<file path="src/rtl/alarm_controller.sv">
// Alarm time storage, alarm-vs-clock compare and the ring / snooze / timeout FSM
// for the digital alarm clock. All status outputs are registered copies of the next state.
module alarm_controller #(
  parameter int RING_TIMEOUT = 60,
  parameter int SNOOZE_MIN   = 5
) (
  input  logic       clk,
  input  logic       reset,
  input  logic       en,
  input  logic [3:0] cur_sec_u,
  input  logic [2:0] cur_sec_t,
  input  logic [3:0] cur_min_u,
  input  logic [2:0] cur_min_t,
  input  logic [3:0] cur_hr_u,
  input  logic [1:0] cur_hr_t,
  input  logic       alarm_arm,
  input  logic       set_mode,
  input  logic       inc_hr,
  input  logic       inc_min,
  input  logic       stop,
  input  logic       snooze,
  output logic [3:0] al_min_u,
  output logic [2:0] al_min_t,
  output logic [3:0] al_hr_u,
  output logic [1:0] al_hr_t,
  output logic       setting,
  output logic       ringing,
  output logic       snoozing,
  output logic       missed
);

  typedef enum logic [1:0] {
    S_IDLE   = 2'd0,
    S_SET    = 2'd1,
    S_RING   = 2'd2,
    S_SNOOZE = 2'd3
  } state_e;

  localparam logic [7:0]  RING_LAST   = 8'(RING_TIMEOUT - 1);
  localparam logic [11:0] SNOOZE_LOAD = 12'(SNOOZE_MIN * 60);

  state_e      state_q, state_d;
  logic [7:0]  ring_cnt_q, ring_cnt_d;
  logic [11:0] snz_cnt_q, snz_cnt_d;
  logic        match_d_q;
  logic        missed_q, missed_d;
  logic [3:0]  al_min_u_q, al_min_u_d;
  logic [2:0]  al_min_t_q, al_min_t_d;
  logic [3:0]  al_hr_u_q, al_hr_u_d;
  logic [1:0]  al_hr_t_q, al_hr_t_d;
  logic        setting_q, setting_d;
  logic        ringing_q, ringing_d;
  logic        snoozing_q, snoozing_d;
  logic        match_s;
  logic        trigger_s;

  // BCD minute increment 00..59, wrapping without carry into the hours
  function automatic logic [6:0] bcd_inc_min(input logic [2:0] t, input logic [3:0] u);
    logic [6:0] r;
    if (u == 4'd9) begin
      r = (t == 3'd5) ? {3'd0, 4'd0} : {t + 3'd1, 4'd0};
    end else begin
      r = {t, u + 4'd1};
    end
    return r;
  endfunction

  // BCD hour increment 00..23
  function automatic logic [5:0] bcd_inc_hr(input logic [1:0] t, input logic [3:0] u);
    logic [5:0] r;
    if ((t == 2'd2) && (u == 4'd3)) begin
      r = {2'd0, 4'd0};
    end else if (u == 4'd9) begin
      r = {t + 2'd1, 4'd0};
    end else begin
      r = {t, u + 4'd1};
    end
    return r;
  endfunction

  assign match_s = (cur_hr_t == al_hr_t_q) && (cur_hr_u == al_hr_u_q) &&
                   (cur_min_t == al_min_t_q) && (cur_min_u == al_min_u_q) &&
                   (cur_sec_t == 3'd0) && (cur_sec_u == 4'd0);
  // Rising edge of match only, so a held alarm minute fires once
  assign trigger_s = match_s & ~match_d_q & alarm_arm;

  // State, counters, alarm digits and registered outputs
  always_ff @(posedge clk) begin
    if (!reset) begin
      state_q    <= S_IDLE;
      ring_cnt_q <= 8'd0;
      snz_cnt_q  <= 12'd0;
      match_d_q  <= 1'b1;
      missed_q   <= 1'b0;
      al_min_u_q <= 4'd0;
      al_min_t_q <= 3'd0;
      al_hr_u_q  <= 4'd0;
      al_hr_t_q  <= 2'd0;
      setting_q  <= 1'b0;
      ringing_q  <= 1'b0;
      snoozing_q <= 1'b0;
    end else begin
      state_q    <= state_d;
      ring_cnt_q <= ring_cnt_d;
      snz_cnt_q  <= snz_cnt_d;
      match_d_q  <= match_s;
      missed_q   <= missed_d;
      al_min_u_q <= al_min_u_d;
      al_min_t_q <= al_min_t_d;
      al_hr_u_q  <= al_hr_u_d;
      al_hr_t_q  <= al_hr_t_d;
      setting_q  <= setting_d;
      ringing_q  <= ringing_d;
      snoozing_q <= snoozing_d;
    end
  end

  // Next-state, counter and alarm-digit update logic
  always_comb begin
    state_d    = state_q;
    ring_cnt_d = ring_cnt_q;
    snz_cnt_d  = snz_cnt_q;
    missed_d   = missed_q;
    al_min_u_d = al_min_u_q;
    al_min_t_d = al_min_t_q;
    al_hr_u_d  = al_hr_u_q;
    al_hr_t_d  = al_hr_t_q;
    case (state_q)
      S_IDLE: begin
        if (set_mode) begin
          state_d  = S_SET;
          missed_d = 1'b0;
        end else if (trigger_s) begin
          state_d    = S_RING;
          ring_cnt_d = 8'd0;
        end else begin
          state_d = S_IDLE;
        end
      end
      S_SET: begin
        {al_min_t_d, al_min_u_d} = inc_min ? bcd_inc_min(al_min_t_q, al_min_u_q)
                                           : {al_min_t_q, al_min_u_q};
        {al_hr_t_d, al_hr_u_d}   = inc_hr ? bcd_inc_hr(al_hr_t_q, al_hr_u_q)
                                          : {al_hr_t_q, al_hr_u_q};
        state_d = set_mode ? S_IDLE : S_SET;
      end
      S_RING: begin
        if (stop || !alarm_arm) begin
          state_d = S_IDLE;
        end else if (snooze) begin
          state_d   = S_SNOOZE;
          snz_cnt_d = SNOOZE_LOAD;
        end else if (en) begin
          if (ring_cnt_q == RING_LAST) begin
            state_d  = S_IDLE;
            missed_d = 1'b1;
          end else begin
            ring_cnt_d = ring_cnt_q + 8'd1;
          end
        end else begin
          state_d = S_RING;
        end
      end
      S_SNOOZE: begin
        if (stop || !alarm_arm) begin
          state_d = S_IDLE;
        end else if (en) begin
          if (snz_cnt_q == 12'd1) begin
            state_d    = S_RING;
            ring_cnt_d = 8'd0;
          end else begin
            snz_cnt_d = snz_cnt_q - 12'd1;
          end
        end else begin
          state_d = S_SNOOZE;
        end
      end
      default: begin
        state_d = S_IDLE;
      end
    endcase
  end

  // Status decode of the next state, registered alongside it
  always_comb begin
    setting_d  = 1'b0;
    ringing_d  = 1'b0;
    snoozing_d = 1'b0;
    case (state_d)
      S_SET:    setting_d  = 1'b1;
      S_RING:   ringing_d  = 1'b1;
      S_SNOOZE: snoozing_d = 1'b1;
      default: begin
        setting_d  = 1'b0;
        ringing_d  = 1'b0;
        snoozing_d = 1'b0;
      end
    endcase
  end

  assign al_min_u = al_min_u_q;
  assign al_min_t = al_min_t_q;
  assign al_hr_u  = al_hr_u_q;
  assign al_hr_t  = al_hr_t_q;
  assign setting  = setting_q;
  assign ringing  = ringing_q;
  assign snoozing = snoozing_q;
  assign missed   = missed_q;

endmodule

</file>
<file path="config.mk">
export PLATFORM = sky130hd
export DESIGN_NAME = alarm_controller
export DESIGN_NICKNAME = d
export VERILOG_FILES = /design/src/rtl/alarm_controller.sv
export SDC_FILE = /design/constraint.sdc
export NUM_CORES = 1
export LEC_CHECK = 0
export BUFFER_PORTS_ARGS = -buffer_cell sky130_fd_sc_hd__buf_2
export CAP_MARGIN = 30
export CORE_MARGIN = 2
export CORE_UTILIZATION = 49
export DETAILED_ROUTE_END_ITERATION = 6
export PLACE_DENSITY = 0.75
export SLEW_MARGIN = 20
export SYNTH_ARGS = -nofsm -noshare
export SYNTH_HDL_FRONTEND = slang
export SYNTH_SLANG_ARGS = --single-unit
</file>
<file path="constraint.sdc">
create_clock -name clk -period 1.8 [get_ports clk]
set_input_delay 0.18 -clock clk [delete_from_list [all_inputs] [get_ports clk]]
set_output_delay 0.18 -clock clk [all_outputs]
set_load 0.02 [all_outputs]
</file>
==> impl_metrics.ini <==
[logic_synthesis]
synth_top_family_by_area = simple AND/OR/NAND/NOR gates
seq_area_frac_synth_pct = 35.8
synth_fp_nets = 290
synthArstFlopShare_pct = 0
synth_adder_area_share_pct = 2.24
synth_compound_area_share_pct = 14.5
synth-edff-count = 0
synth_mux_area_share_pct = 1.34
synth_area_um2 = 2240
synth_simple_gate_area_share_pct = 31.2
ys_ff_latch = 40
synth_warnings = 0
synth_area_per_cell_um2 = 8.71
synth_xor_area_share_pct = 11.7
yosys.cell_types.count = 50
ys.flop_type = dfxtp_1
synthCells = 257

[floorplan]
num_rows = 24
core_area_um2 = 4380
die_area_um2 = 5130
die_y_um = 71.6
io_pins = 46
die_w_um = 71.6
start_util_pct = 51.1

[timing]
layout_setup_ws_ns = -0.179
fmax_mhz = 505
fin_crit_sh_pct = 110
setup_viol = 9
relSlewSlack_pct = 75.2
skew_ns = 0.00648
finalHoldViolCount = 0
finalCriticalPeriod_ns = 1.98
tightestPinTransition_ns = 0.370
finalSetupTns_ns = -0.880
rsz0062_at_grt = true
drv_slew = 0

[global_routing]
first_global_vias = 2086
overflow = 0
grt_usage_pct = 23.1
antenna_found_initial = 0
grt_max_degree = 20
grt_pass1_wl_um = 9260

[routing]
drtAntennaViolNets = 0
viasPerCell = 5.56
drc_errors = 0
wl_um = 5780
detail_route.first_pass.iterations = 4
initialDrtViolationCount = 176
via_count = 2248
avgRoutedWirePerCell_um = 14.3

[clock_tree]
clk_path_buf_depth = 2
htreeDepth = 2
cts_tree = done
clk_pin_slew_worst_paths_ns = 0.08
cts_sinks = 40
root_buffer = clkbuf_8
hold_buffers = 0
cts_buffers = 5
clk_latency_ns = 0.30

[finish]
diodes = 0
final_nets = 384
drive_gt1_share_pct = 40.3
final_cell_area_um2 = 3110
instances_no_fill = 404
area_delta_synth_final_pct = 39.1

[worst_setup_path]
arrival_ns = 2.16
cp-end-kind = flip-flop
startpoint_type = flip-flop
critical_path_class = flip-flop to flip-flop
rr_worst_depth = 5
crit_path_start = al_hr_t[0]$_SDFFE_PN0P_
cp-endpoint = ring_cnt_q[4]$_SDFFE_PN0P_
r2r_start = al_hr_t[0]$_SDFFE_PN0P_
worstReg2RegEnd = ring_cnt_q[4]$_SDFFE_PN0P_
cp_max_fo = 4
worstPathRequired_ns = 1.98
r2r_slack_ns = -0.18

[pwr]
power_mw = 1.88
ir_drop_mv = 0.376
power.density_nw_per_um2 = 603
leakage_nw = 1.28

[placed_design]
dp_worst_setup_slack_ns = -0.168
placed_cells = 394
portBuffers = 45
place.gp.congestion = 0.914
placed_area_um2 = 2890
place_hpwl_um = 4190

[flow_run]
maxCapViolCount = 0

[outcome]
violations = negative setup slack
outcome = complete, but fails checks

[worst_hold_path]
hold_path_class = input port to flip-flop
==> cells in the mapped netlist (all sizes together) (6+ instances only) <==
library cell | count | area (µm²)
a21oi | 9 | 45.0
and2 | 7 | 43.8
clkbuf | 8 | 30.0
dfxtp | 40 | 801
inv | 6 | 22.5
nand2 | 13 | 48.8
nand3 | 9 | 45.0
nand4 | 14 | 93.8
nor2 | 25 | 93.8
nor2b | 9 | 56.3
nor3 | 11 | 55.1
o21ai | 10 | 50.0
xnor2 | 19 | 174
xor2 | 10 | 87.6
==> metrics by stage <==
stage	hold slack [ns]	util (%)
2_1_floorplan	0.279	-
3_3_place_gp	0.467	65.8
3_5_place_dp	0.489	65.8
4_1_cts	0.195	69.1
5_1_grt	0.201	71.0
6_report	0.199	71.0
==> cell families after synthesis <==
group	count (synthesis)
AND/OR/NAND/NOR	119
AO/OA/AOI/OAI	45
flip-flops	40
XOR/XNOR	29
buffers and inverters	17
adder cells (fa/ha/maj)	4
multiplexers	3
==> timing repair <==
action / 4_1_cts / 5_1_grt
gates resized for setup: 3 / 18
setup buffers: 1 / 1
endpoints found under the setup margin: 13 / 17
pin swaps: 4 / 11
==> critical path, cell delays in order, from the launching register on <==
cell and delay [ns]:
dfxtp_2 0.34, xnor2_2 0.15, nand4_1 0.19, or4_4 0.62, a21o_1 0.24, o311a_1 0.32
==> layout make-up <==
class                   instances  area [µm²]
inverters                       7        26.3
clock inverters                 3        42.5
well taps                      52        65.1
fillers                       348        1270
repair buffers                 97         616
clock buffers                   5        68.8
flip-flops and latches         40         825
multi-input cells             200        1470
==> flip-flops by register name, indices dropped and copies added (netlist names), 2 cells and up <==
register / count
al_hr_u: 4
al_min_t: 3
snz_cnt_q: 12
ring_cnt_q: 8
al_min_u: 4
state_q: 2
al_hr_t: 2
==> metal layers <==
layer	track usage [%]	share of wire (%)	vias to the layer above
met3	4.22	4.1	10
met5	0	0	-
met1	28.9	45	1065
met2	38.5	49	61
met4	10.5	2.1	0
li1	-	-	1112
==> cell usage in the layout (no fill, tap or decap), types with 4 or more instances in the layout <==
cell type / n
buf_4: 52
buf_2: 45
dfxtp_1: 25
nor2_1: 24
xnor2_1: 15
nand4_1: 13
nand2_1: 13
dfxtp_2: 13
nor3_1: 10
xor2_1: 10
nor2b_1: 9
a21oi_1: 9
o21ai_0: 9
nand3_1: 8
and2_1: 7
inv_1: 6
and3_1: 5
nand4b_1: 5
o21a_1: 5
clkbuf_8: 5
xnor2_2: 4
nor3b_1: 4
ha_1: 4
==> worst min-delay path by stage <==
stage	start	end	slack [ns]	cells after the start
after floorplan	set_mode	missed$_SDFFE_PN0P_	0.28	1
after global placement	ring_cnt_q[5]$_SDFFE_PN0P_	ring_cnt_q[5]$_SDFFE_PN0P_	0.47	2
after detailed placement	ring_cnt_q[5]$_SDFFE_PN0P_	ring_cnt_q[5]$_SDFFE_PN0P_	0.49	2
after CTS	set_mode	missed$_SDFFE_PN0P_	0.19	3
after global routing	set_mode	missed$_SDFFE_PN0P_	0.20	3
final	set_mode	missed$_SDFFE_PN0P_	0.20	3
==> where the power goes <==
group | switching (mW) | internal (mW)
registers | 0.00958 | 0.892
clock network | 0.337 | 0.410
logic | 0.118 | 0.110
total | 0.465 | 1.41
(Power assumes the default switching activity.)
